<file path="config.mk">
export PLATFORM = sky130hd
export DESIGN_NAME = instr_sequencer_flat
export DESIGN_NICKNAME = d
export VERILOG_FILES = /design/src/rtl/instr_sequencer_if.sv /design/src/rtl/instr_sequencer.sv /design/src/flat_wrapper.sv
export SDC_FILE = /design/constraint.sdc
export NUM_CORES = 1
export LEC_CHECK = 0
export ABC_AREA = 0
export CAP_MARGIN = 20
export CORE_MARGIN = 2
export CORE_UTILIZATION = 45
export CTS_CLUSTER_DIAMETER = 80
export DETAILED_ROUTE_END_ITERATION = 7
export DONT_BUFFER_PORTS = 1
export GPL_TIMING_DRIVEN = 0
export HOLD_SLACK_MARGIN = 0.08
export REMOVE_ABC_BUFFERS = 1
export SYNTH_ARGS = -nofsm -noshare
export SYNTH_HDL_FRONTEND = slang
export SYNTH_SLANG_ARGS = --single-unit
</file>
<file path="constraint.sdc">
create_clock -name clk -period 2.02 [get_ports clk]
set_clock_uncertainty 0.05 [all_clocks]
set_input_delay 0.303 -clock clk [delete_from_list [all_inputs] [get_ports clk]]
set_output_delay 0.303 -clock clk [all_outputs]
set_load 0.01 [all_outputs]
</file>
<file path="src/rtl/instr_sequencer_if.sv">
// Program-memory and control-unit bus of the instruction sequencer.
// master = sequencer side, slave = memory / control-unit side.
interface instr_sequencer_if #(
  parameter int OP_WIDTH   = 4,
  parameter int ADDR_WIDTH = 6
);
  logic                  pmem_rd_en;
  logic [ADDR_WIDTH-1:0] pmem_addr;
  logic [OP_WIDTH-1:0]   pmem_rdata;
  logic [OP_WIDTH-1:0]   opcode_out;
  logic                  op_valid;
  logic                  alu_done;

  modport master (
    output pmem_rd_en, pmem_addr, opcode_out, op_valid,
    input  pmem_rdata, alu_done
  );

  modport slave (
    input  pmem_rd_en, pmem_addr, opcode_out, op_valid,
    output pmem_rdata, alu_done
  );
endinterface

</file>
<file path="src/rtl/instr_sequencer.sv">
// Instruction sequencer: fetches opcodes from program memory, issues them to
// the control unit, waits on ALU ops and reports the program's end status.
module instr_sequencer #(
  parameter int OP_WIDTH   = 4,
  parameter int ADDR_WIDTH = 6,
  parameter int TIMEOUT    = 16
) (
  input  logic                  clk,
  input  logic                  rst_n,
  input  logic                  start,
  input  logic [ADDR_WIDTH-1:0] start_addr,
  input  logic                  abort,
  output logic                  busy,
  output logic                  done,
  output logic [1:0]            err,
  instr_sequencer_if.master     bus
);

  localparam int CNT_W = $clog2(TIMEOUT + 1);

  localparam logic [OP_WIDTH-1:0]   OP_ALU_HI = OP_WIDTH'(2);
  localparam logic [OP_WIDTH-1:0]   OP_ILL_LO = OP_WIDTH'(8);
  localparam logic [OP_WIDTH-1:0]   OP_ILL_HI = OP_WIDTH'(13);
  localparam logic [OP_WIDTH-1:0]   OP_HALT   = OP_WIDTH'(14);
  localparam logic [OP_WIDTH-1:0]   OP_NOP    = OP_WIDTH'(15);
  localparam logic [ADDR_WIDTH-1:0] PC_MAX    = '1;
  localparam logic [CNT_W-1:0]      CNT_LAST  = CNT_W'(TIMEOUT - 1);

  localparam logic [1:0] ERR_OK      = 2'b00;
  localparam logic [1:0] ERR_ILLEGAL = 2'b01;
  localparam logic [1:0] ERR_TIMEOUT = 2'b10;
  localparam logic [1:0] ERR_ABORT   = 2'b11;

  typedef enum logic [2:0] {
    S_IDLE,
    S_FETCH,
    S_LATCH,
    S_EXEC,
    S_WAIT,
    S_DONE
  } state_t;

  state_t                state_q, state_d;
  logic [ADDR_WIDTH-1:0] pc_q, pc_d;
  logic [OP_WIDTH-1:0]   opcode_q, opcode_d;
  logic [CNT_W-1:0]      cnt_q, cnt_d;
  logic [1:0]            err_q, err_d;
  logic                  op_valid;
  logic                  advance;

  always_ff @(posedge clk) begin
    if (!rst_n) begin
      state_q  <= S_IDLE;
      pc_q     <= '0;
      opcode_q <= OP_NOP;
      cnt_q    <= '0;
      err_q    <= ERR_OK;
    end else begin
      state_q  <= state_d;
      pc_q     <= pc_d;
      opcode_q <= opcode_d;
      cnt_q    <= cnt_d;
      err_q    <= err_d;
    end
  end

  always_comb begin
    state_d  = state_q;
    pc_d     = pc_q;
    opcode_d = opcode_q;
    cnt_d    = cnt_q;
    err_d    = err_q;
    op_valid = 1'b0;
    advance  = 1'b0;

    case (state_q)
      S_IDLE: begin
        if (start) begin
          pc_d    = start_addr;
          err_d   = ERR_OK;
          state_d = S_FETCH;
        end
      end
      S_FETCH: state_d = S_LATCH;
      S_LATCH: begin
        opcode_d = bus.pmem_rdata;
        if (bus.pmem_rdata == OP_HALT) begin
          err_d   = ERR_OK;
          state_d = S_DONE;
        end else if (bus.pmem_rdata >= OP_ILL_LO && bus.pmem_rdata <= OP_ILL_HI) begin
          err_d   = ERR_ILLEGAL;
          state_d = S_DONE;
        end else begin
          state_d = S_EXEC;
        end
      end
      S_EXEC: begin
        op_valid = 1'b1;
        if (opcode_q <= OP_ALU_HI) begin
          cnt_d   = '0;
          state_d = S_WAIT;
        end else begin
          advance = 1'b1;
        end
      end
      S_WAIT: begin
        cnt_d = cnt_q + 1'b1;
        // A completion arriving on the last allowed cycle still counts as success.
        if (bus.alu_done) begin
          advance = 1'b1;
        end else if (cnt_q == CNT_LAST) begin
          err_d   = ERR_TIMEOUT;
          state_d = S_DONE;
        end
      end
      S_DONE:  state_d = S_IDLE;
      default: state_d = S_IDLE;
    endcase

    // The program ends at the top of memory instead of wrapping to address 0.
    if (advance) begin
      if (pc_q == PC_MAX) begin
        err_d   = ERR_OK;
        state_d = S_DONE;
      end else begin
        pc_d    = pc_q + 1'b1;
        state_d = S_FETCH;
      end
    end

    if (abort && state_q != S_IDLE && state_q != S_DONE) begin
      op_valid = 1'b0;
      pc_d     = pc_q;
      err_d    = ERR_ABORT;
      state_d  = S_DONE;
    end
  end

  assign bus.pmem_rd_en = (state_q == S_FETCH);
  assign bus.pmem_addr  = pc_q;
  assign bus.opcode_out = opcode_q;
  assign bus.op_valid   = op_valid;
  assign busy           = (state_q != S_IDLE);
  assign done           = (state_q == S_DONE);
  assign err            = err_q;

endmodule

</file>
<file path="src/flat_wrapper.sv">
// flat-port wrapper written by rule: the top's interface ports become plain ports
module instr_sequencer_flat 
#(
  parameter int OP_WIDTH   = 4,
  parameter int ADDR_WIDTH = 6,
  parameter int TIMEOUT    = 16
)
  (clk, rst_n, start, start_addr, abort, busy, done, err, bus_pmem_rd_en, bus_pmem_addr, bus_opcode_out, bus_op_valid, bus_pmem_rdata, bus_alu_done);
  instr_sequencer_if #(.OP_WIDTH(OP_WIDTH), .ADDR_WIDTH(ADDR_WIDTH)) bus_i ();
  input  logic clk;
  input  logic rst_n;
  input  logic start;
  input  logic [ADDR_WIDTH-1:0] start_addr;
  input  logic abort;
  output logic busy;
  output logic done;
  output logic [1:0] err;
  output wire logic [$bits(bus_i.pmem_rd_en)-1:0] bus_pmem_rd_en;
  output wire logic [$bits(bus_i.pmem_addr)-1:0] bus_pmem_addr;
  output wire logic [$bits(bus_i.opcode_out)-1:0] bus_opcode_out;
  output wire logic [$bits(bus_i.op_valid)-1:0] bus_op_valid;
  input wire logic [$bits(bus_i.pmem_rdata)-1:0] bus_pmem_rdata;
  input wire logic [$bits(bus_i.alu_done)-1:0] bus_alu_done;
  assign bus_pmem_rd_en = bus_i.pmem_rd_en;
  assign bus_pmem_addr = bus_i.pmem_addr;
  assign bus_opcode_out = bus_i.opcode_out;
  assign bus_op_valid = bus_i.op_valid;
  assign bus_i.pmem_rdata = bus_pmem_rdata;
  assign bus_i.alu_done = bus_alu_done;
  instr_sequencer #(.OP_WIDTH(OP_WIDTH), .ADDR_WIDTH(ADDR_WIDTH), .TIMEOUT(TIMEOUT)) u_core (.clk(clk), .rst_n(rst_n), .start(start), .start_addr(start_addr), .abort(abort), .busy(busy), .done(done), .err(err), .bus(bus_i));
endmodule
</file>
==> flow_summary.yaml, run 1 <==
place:
  dp_hpwl_mm: 2.00
  port_buffers: 0
  finalWeightedCongestion: 0.766
  placedInstanceArea_um2: 1240
  place_ws_ns: -0.0933
  placed_cells: 171
logic_synthesis:
  ys_types: 46
  synth.largest_area_cell: "dfxtp_1"
  syn_avg_cell_area_um2: 8.51
  ys.flop_type: "dfxtp_1"
  synth_cells: 148
  ys_seq_area_share_pct: 31.8
  synth_edf_count: 0
  synth.top_cells.by_area: "dfxtp_1 32%, mux2i_1 5.6%, nand2_1 3.9%"
  synth-seq-cells: 20
  synth_top_area_share_pct: 31.8
  async_flop_share_pct: 0
  post_synth_instance_area_um2: 1260
  synth_warnings: 0
floorplanning:
  start_util_pct: 46.5
  die_area_um2: 3240
  rows: 19
  pin_count: 31
  dieHeight_um: 56.9
  die_w_um: 56.9
  coreArea_um2: 2710
pwr:
  power.switching_mw: 0.353
  p_int_mw: 0.685
  ir_drop_mv: 0.632
  seqPwrFrac_pct: 51.3
  clkPwrFrac_pct: 22.9
  total_power_mw: 1.04
  p_per_area_nw_per_um2: 756
  p_comb_share_pct: 25.9
  power.leakage_nw: 0.520
  swShare_pct: 34.0
clock_tree:
  cts.sinks: 20
  clock-root-buffer: "clkbuf_4"
  htree_levels: 1
  clk_pin_slew_ns: 0.12
  ctsLongestPathBuffers: 2
  numCtsBuffers: 3
  cts_tree: "built"
  clk_latency_ns: 0.30
timing:
  period_needed_ns: 1.86
  slew_headroom_pct: 54.4
  tightestPinTransition_ns: 0.681
  hold_viol: 0
  fin_crit_sh_pct: 92.1
  setup_ws_ns: 0.160
  final.setup.tns_ns: 0
  rsz0062_at_grt: "no"
  finalSetupViolations: 0
  fin_hold_ws_ns: 0.0934
  clock.fmax_ghz: 0.538
  finalMaxSlewViolations: 0
setup_path:
  path_class: "reg2reg"
  startpoint_type: "flip-flop"
  r2r_start: "u_core.bus.opcode_out[1]$_SDFFE_PN1P_"
  critPathArrivalTime_ns: 2.01
  rrSetupSlack_ns: 0.16
  r2r_end: "u_core.state_q[2]$_SDFFE_PN0P_"
  cp.required_ns: 2.17
  cp-end-kind: "flip-flop"
  crit_fanout: 4
  reg2reg_depth: 5
global_routing:
  grt_max_degree: 20
  grt_use_total_pct: 19.0
  grt_pass1_wl_mm: 4.82
  grt.overflow.total: 0
  antenna_found_initial: 0
  grt_pass1_vias: 1014
detailed_routing:
  first_iter_violations: 37
  routedWlPerCell_um: 16.0
  drt_pass1_iterations: 4
  viasPerCell: 5.93
  ant_nets: 0
  dr_total_vias: 1091
  wirelength_mm: 2.94
  drc_errors: 0
worst_hold_path:
  holdPathEnd: "u_core.bus.pmem_addr[1]$_SDFFE_PN0N_"
  min_from: "rst_n"
  hold_class: "in2reg"
  min_path_cells: 2
finish:
  diodes: 0
  area_growth_pct: 8.94
  finalInstanceArea_um2: 1370
  instances_no_fill: 184
  drive_gt1_share_pct: 13.1
  layout.nets: 172
  final_util_pct: 50.6
flow_run:
  max-cap-violations: 0
run_status:
  status: "finished clean"
worst max-delay path: stages (launching register included):
cell and delay (ns):
dfxtp_1 0.41, a211oi_4 0.38, a2bb2oi_1 0.36, nor2_1 0.14, a2111oi_0 0.32, nor2_1 0.09
layout by cell type, fill, tap and decap left out, types with 2 or more instances in the layout:
| cell type | n |
|---|---|
| nor2b_1 | 5 |
| and3_1 | 4 |
| nand2_1 | 13 |
| buf_4 | 3 |
| dfxtp_1 | 17 |
| xor2_1 | 2 |
| nor2_1 | 11 |
| nor3_1 | 5 |
| o21ai_0 | 9 |
| o21ai_1 | 2 |
| dfxtp_2 | 3 |
| mux2i_1 | 7 |
| a21oi_1 | 7 |
| o21a_1 | 4 |
| dlygate4sd3_1 | 6 |
| and2_1 | 3 |
| a221oi_1 | 3 |
| a31oi_1 | 4 |
| mux2_2 | 2 |
| nand3_1 | 8 |
| clkbuf_4 | 3 |
| inv_1 | 4 |
| ha_1 | 3 |
layout make-up:
| type | count | area (um2) |
|---|---|---|
| Clock buffer | 4 | 36.3 |
| Fill cell | 278 | 1340 |
| Inverter | 4 | 15.0 |
| Multi-Input combinational cell | 116 | 796 |
| Sequential cell | 20 | 404 |
| Tap cell | 31 | 38.8 |
| Timing Repair Buffer | 9 | 82.6 |
synth_stat cells, types with 2 or more instances:
library cell / instances
a21oi_1: 7
nor2_1: 11
ha_1: 3
nor2b_1: 5
mux2_2: 2
a221oi_1: 3
and3_1: 4
clkbuf_1: 3
o21ai_0: 9
and2_1: 3
buf_4: 3
buf_6: 2
mux2i_1: 7
nand2_1: 13
a31oi_1: 4
nand3_1: 8
nor3_1: 5
xor2_1: 2
o21a_1: 4
dfxtp_1: 20
o21ai_1: 2
inv_1: 4
worst max-delay path by stage:
stage                                           from                                    to  slack (ns)  depth (start not counted)
2_1_floorplan         u_core.state_q[1]$_SDFFE_PP0P_  u_core.bus.pmem_addr[2]$_SDFFE_PN0N_        0.21                          4
3_3_place_gp          u_core.state_q[2]$_SDFFE_PN0P_  u_core.bus.pmem_addr[4]$_SDFFE_PN0N_       -0.03                          4
3_5_place_dp          u_core.state_q[2]$_SDFFE_PN0P_  u_core.bus.pmem_addr[4]$_SDFFE_PN0N_       -0.09                          4
4_1_cts               u_core.state_q[0]$_SDFFE_PN0P_  u_core.bus.pmem_addr[4]$_SDFFE_PN0N_      0.0009                          5
5_1_grt        u_core.bus.opcode_out[1]$_SDFFE_PN1P_        u_core.state_q[2]$_SDFFE_PN0P_        0.03                          5
6_report       u_core.bus.opcode_out[1]$_SDFFE_PN1P_        u_core.state_q[2]$_SDFFE_PN0P_        0.16                          5
flip-flops by register name, indices dropped and copies added (netlist names):
register / cells
u_core.bus.opcode_out: 4
u_core.err: 2
u_core.state_q: 3
u_core.cnt_q: 5
u_core.bus.pmem_addr: 6
metal layers:
layer  vias up  wire length, um  global-route usage, %
li1        554                -                      -
met1       510             1330                   24.5
met2        23             1420                   29.6
met3         4              151                   7.14
met4         0               39                   5.32
met5         -                0                      0
logic make-up after synthesis:
| group | share of synthesized area, % |
|---|---|
| and+or+nand+nor | 27.4 |
| DFF | 31.8 |
| AOI/OAI and AO/OA | 22.7 |
| muxes | 7.35 |
| adders and majority gates | 2.98 |
| buffers and inverters | 5.66 |
| xor gates and xnor gates | 2.09 |
power by group through the flow:
stage / Clock (mW) / Sequential, mW / Combinational [mW]
2_1_floorplan: 0 / 0.518 / 0.205
3_3_place_gp: 0 / 0.538 / 0.235
3_5_place_dp: 0 / 0.539 / 0.240
4_1_cts: 0.248 / 0.530 / 0.265
5_1_grt: 0.260 / 0.543 / 0.303
6_report: 0.237 / 0.532 / 0.269
timing repair:
| action | in CTS | in global routing |
|---|---|---|
| hold buffers | 5 | 1 |
| setup endpoints to repair | 4 | 7 |
| endpoints found under the hold margin | 19 | 1 |
| resized for setup | 2 | 2 |
| pin swaps | 1 | 0 |
| setup buffers | 2 | 1 |
No activity file was read; power rests on OpenSTA's default activity.
==> run 2, diff against run 1 <==
clock period = 2.4 ns   (was 2.02 ns; I/O delays follow)
==> run 2 against run 1 <==
  * Via count shrank 3.0%
  * Cell count shrank 4.3%
  * Die area is the same
  * Highest routed layer unchanged
  * Worst setup slack gained 0.12 ns
==> flow_summary.yaml, run 2 (synthesis gave the netlist of run 1 again) <==
setup_path:
  worst-path-buf-inv: 0
  crit_family: "simple AND/OR/NAND/NOR gates"
  rrSetupSlack_ns: 0.28
  reg2reg_depth: 4
  crit_fanout: 15
  cp-end-kind: "flip-flop"
  critPathMaxStageDelay_ns: 0.65
  path_class: "reg2reg"
  crit_slowest_cell: "nor4b_4"
  path_depth: 4
  critPathArrivalTime_ns: 2.27
  cp.required_ns: 2.55
  startpoint_type: "flip-flop"
  crit_chain: "nor4b_4 > mux2_2 > a221oi_1 > nor2_1"
finish:
  finalInstanceArea_um2: 1290
  drive_gt1_share_pct: 9.66
  layout_common_cells: "20 x dfxtp_1, 13 x nand2_1, 11 x nor2_1"
  layout.nets: 164
  diodes: 0
  final_common_cell: "dfxtp_1"
  area_growth_pct: 2.28
  largest_reg_flops: 6
  fillers: 279
floorplanning:
  start_util_pct: 46.5
  pin_count: 31
  dieHeight_um: 56.9
  die_area_um2: 3240
  coreArea_um2: 2710
  die_w_um: 56.9
  rows: 19
pwr:
  p_per_area_nw_per_um2: 659
  total_power_mw: 0.849
  ir_drop_mv: 0.537
  power.leakage_nw: 0.482
clock_tree:
  ctsLongestPathBuffers: 2
  post_cts_resize_count: 0
  htree_levels: 1
  clk_pin_slew_ns: 0.12
  numCtsBuffers: 3
  clk_latency_ns: 0.31
  clock-root-buffer: "clkbuf_4"
  cts_tree: "built"
  cts.sinks: 20
timing:
  slew_headroom_pct: 59.7
  finalSetupViolations: 0
  final.setup.tns_ns: 0
  rsz0062_at_grt: "no"
  fin_crit_sh_pct: 88.2
  clock.fmax_ghz: 0.473
  tightestPinTransition_ns: 0.603
  hold_viol: 0
  finalMaxSlewViolations: 0
  period_needed_ns: 2.12
detailed_routing:
  first_iter_violations: 48
  wirelength_mm: 2.77
  ant_nets: 0
  viasPerCell: 6.01
  dr_total_vias: 1058
  routedWlPerCell_um: 15.7
  drt_pass1_iterations: 4
  drc_errors: 0
worst_hold_path:
  hold_class: "in2reg"
  min_path_cells: 1
global_routing:
  grt_max_degree: 19
  grt_use_total_pct: 17.6
  grt.overflow.total: 0
  antenna_found_initial: 0
  grt_pass1_vias: 991
  grt_pass1_wl_mm: 4.54
flow_run:
  max-cap-violations: 0
place:
  finalWeightedCongestion: 0.766
  dp_hpwl_mm: 2.00
  placedInstanceArea_um2: 1240
  port_buffers: 0
run_status:
  status: "finished clean"
run 2: cell types whose count changed in the layout (fill, tap and decap cells not counted):
cell	delta
dlygate4sd3_1	-5
dfxtp_2	-3
a211oi_4	-1
a211oi_2	+1
buf_4	-3
dfxtp_1	+3
run 2: worst paths after layout:
path                                                      from                                    to
worst max-delay path            u_core.state_q[2]$_SDFFE_PN0P_  u_core.bus.pmem_addr[4]$_SDFFE_PN0N_
worst min-delay path                                     rst_n              u_core.err[0]$_SDFF_PN0_
worst max register to register  u_core.state_q[2]$_SDFFE_PN0P_  u_core.bus.pmem_addr[4]$_SDFFE_PN0N_
worst min register to register    u_core.cnt_q[3]$_SDFFE_PN0P_          u_core.cnt_q[3]$_SDFFE_PN0P_
run 2: repair_timing:
| action | CTS | global route |
|---|---|---|
| hold buffers | 1 | 0 |
| buffers inserted | 0 | 0 |
| hold endpoints to repair | 4 | 0 |
run 2: through the flow:
stage	instances	hold WS (ns)	util (%)	setup slack, ns
final	176	0.116	47.6	0.284
after global routing	176	0.0884	47.6	0.128
after CTS	176	0.106	47.6	0.269
after detailed placement	171	0.379	45.8	0.287
after global placement	171	0.376	45.8	0.352
after floorplan	140	0.372	-	0.587
run 2: cell type report:
cell class | count | area [um2] | share of cell area [%]
clock buffer | 4 | 36.3 | 2.82
inverter | 4 | 15.0 | 1.17
multi-input combinational | 116 | 788 | 61.2
sequential | 20 | 400 | 31.1
tap | 31 | 38.8 | 3.01
timing repair buffer | 1 | 10.0 | 0.777
run 2: report_power, final:
part	internal (mW)	switching, mW
combinational	0.102	0.102
clock	0.0927	0.107
sequential	0.366	0.0797
run 2: layer usage:
metal	track usage (%)	up-vias	routed length, um	part of all wire, %
met5	0	-	0	0
met4	4.32	0	16	0.58
li1	-	543	-	-
met1	23.7	485	1310	47
met3	6.91	2	176	6.4
met2	26.6	28	1260	46
==> run 3, diff against run 2 <==
PLACE_DENSITY = 0.61   (was unset)
==> run 3 against run 2 <==
  * Global-route usage grew 0.33 points
  * Cell count shrank 0.57%
  * Core utilization shrank 0.51 points
  * Non-clock buffer count is the same
  * Maximum frequency grew 0.51%
  * Sequential cell count is the same
  * Register-to-register slack is essentially flat
  * Critical endpoint is now u_core.bus.pmem_addr[2]$_SDFFE_PN0N_
==> flow_summary.yaml, run 3 (synthesis gave the netlist of run 1 again) <==
run_status:
  status: "finished clean"
detailed_routing:
  drc_errors: 0
  first_iter_violations: 17
  drt_pass1_iterations: 4
  viasPerCell: 6.12
  routedWlPerCell_um: 15.7
  wirelength_mm: 2.75
  dr_total_vias: 1071
  ant_nets: 0
finish:
  diodes: 0
  largest_reg_flops: 6
  layout_common_cells: "20 x dfxtp_1, 13 x nand2_1, 11 x nor2_1"
  drive_gt1_share_pct: 9.03
  area_growth_pct: 1.19
  layout.nets: 164
  fillers: 278
  final_common_cell: "dfxtp_1"
pwr:
  p_comb_share_pct: 25.0
  swShare_pct: 34.8
  total_power_mw: 0.808
  ir_drop_mv: 0.366
  power.leakage_nw: 0.475
  seqPwrFrac_pct: 55.2
  power.switching_mw: 0.281
  clkPwrFrac_pct: 19.8
  p_per_area_nw_per_um2: 633
  p_int_mw: 0.527
timing:
  rsz0062_at_grt: "no"
  tightestPinTransition_ns: 0.629
  finalSetupViolations: 0
  hold_viol: 0
  period_needed_ns: 2.11
  fin_crit_sh_pct: 87.7
  final.setup.tns_ns: 0
  finalMaxSlewViolations: 0
  fin_hold_ws_ns: 0.123
  slew_headroom_pct: 58.0
  clock.fmax_ghz: 0.475
setup_path:
  crit_fanout: 17
  crit_chain: "nand3b_1 > o2bb2ai_2 > nand2_1 > a221oi_1 > nor2_1"
  rrSetupSlack_ns: 0.29
  critPathMaxStageDelay_ns: 0.74
  cp.required_ns: 2.55
  path_class: "reg2reg"
  crit_slowest_cell: "dfxtp_1"
  startpoint_type: "flip-flop"
  cp-end-kind: "flip-flop"
  critPathArrivalTime_ns: 2.26
floorplanning:
  pin_count: 31
  die_w_um: 56.9
  dieHeight_um: 56.9
  rows: 19
  coreArea_um2: 2710
  die_area_um2: 3240
  start_util_pct: 46.5
global_routing:
  antenna_found_initial: 0
  use_met3_pct: 5.99
  grt_use_total_pct: 18.0
  grt_max_degree: 19
  grt_use_met2_pct: 27.3
  grt.overflow.total: 0
  grt_pass1_wl_mm: 4.58
  grt_busiest_layer: "met2"
  met1_usage_pct: 23.9
  grt_pass1_vias: 981
place:
  dp_hpwl_mm: 1.97
  finalWeightedCongestion: 0.797
  port_buffers: 0
clock_tree:
  post_cts_resize_count: 0
  numCtsBuffers: 3
  ctsLongestPathBuffers: 2
  post_cts_buffers: 0
  cts.sinks: 20
  cts_hold_buf: 1
  clk_pin_slew_ns: 0.11
  clock-root-buffer: "clkbuf_4"
  clk_latency_ns: 0.30
  htree_levels: 1
  cts_tree: "built"
flow_run:
  max-cap-violations: 0
worst_hold_path:
  hold_class: "in2reg"
[run 3: final cells by class]
class,count,area (um2),share of cell area (%)
multi-input combinational,116,788,61.8
sequential,20,400,31.4
tap,31,38.8,3.04
clock buffer,3,22.5,1.77
inverter,4,15.0,1.18
timing repair buffer,1,10.0,0.785
[run 3: per-layer routing]
layer  wire length, um  up-vias  share of wire [%]
li1                  -      544                  -
met1              1300      503                 47
met2              1270       20                 46
met3               158        4                5.7
met4                31        0                1.1
met5                 0        -                  0
[run 3: critical path, delay by kind of cell, from the launching register on]
family	cells	cell delay, ns
flip-flops	1	0.74
AO/OA/AOI/OAI	2	0.65
AND/OR/NAND/NOR	3	0.56
[run 3: power groups by stage]
stage          registers (mW)  clock network (mW)  logic, mW
2_1_floorplan           0.436                   0      0.172
3_3_place_gp            0.452                   0      0.195
3_5_place_dp            0.454                   0      0.201
4_1_cts                 0.446               0.169      0.204
5_1_grt                 0.455               0.181      0.226
6_report                0.446               0.160      0.202
[run 3: metrics by stage]
step | setup slack [ns] | util, % | instances | area [um2]
after global routing | 0.118 | 47.0 | 175 | 1270
after CTS | 0.323 | 47.0 | 175 | 1270
after global placement | 0.369 | 45.8 | 171 | 1240
final | 0.295 | 47.0 | 175 | 1270
after floorplan | 0.587 | - | 140 | 1200
after detailed placement | 0.331 | 45.8 | 171 | 1240
[run 3: worst paths after layout]
path | start | to | depth (start not counted)
max | u_core.state_q[1]$_SDFFE_PP0P_ | u_core.bus.pmem_addr[2]$_SDFFE_PN0N_ | 5
min reg2reg | u_core.cnt_q[3]$_SDFFE_PN0P_ | u_core.cnt_q[3]$_SDFFE_PN0P_ | 1
min | rst_n | u_core.cnt_q[2]$_SDFFE_PN0P_ | 1
max reg2reg | u_core.state_q[1]$_SDFFE_PP0P_ | u_core.bus.pmem_addr[2]$_SDFFE_PN0N_ | 5
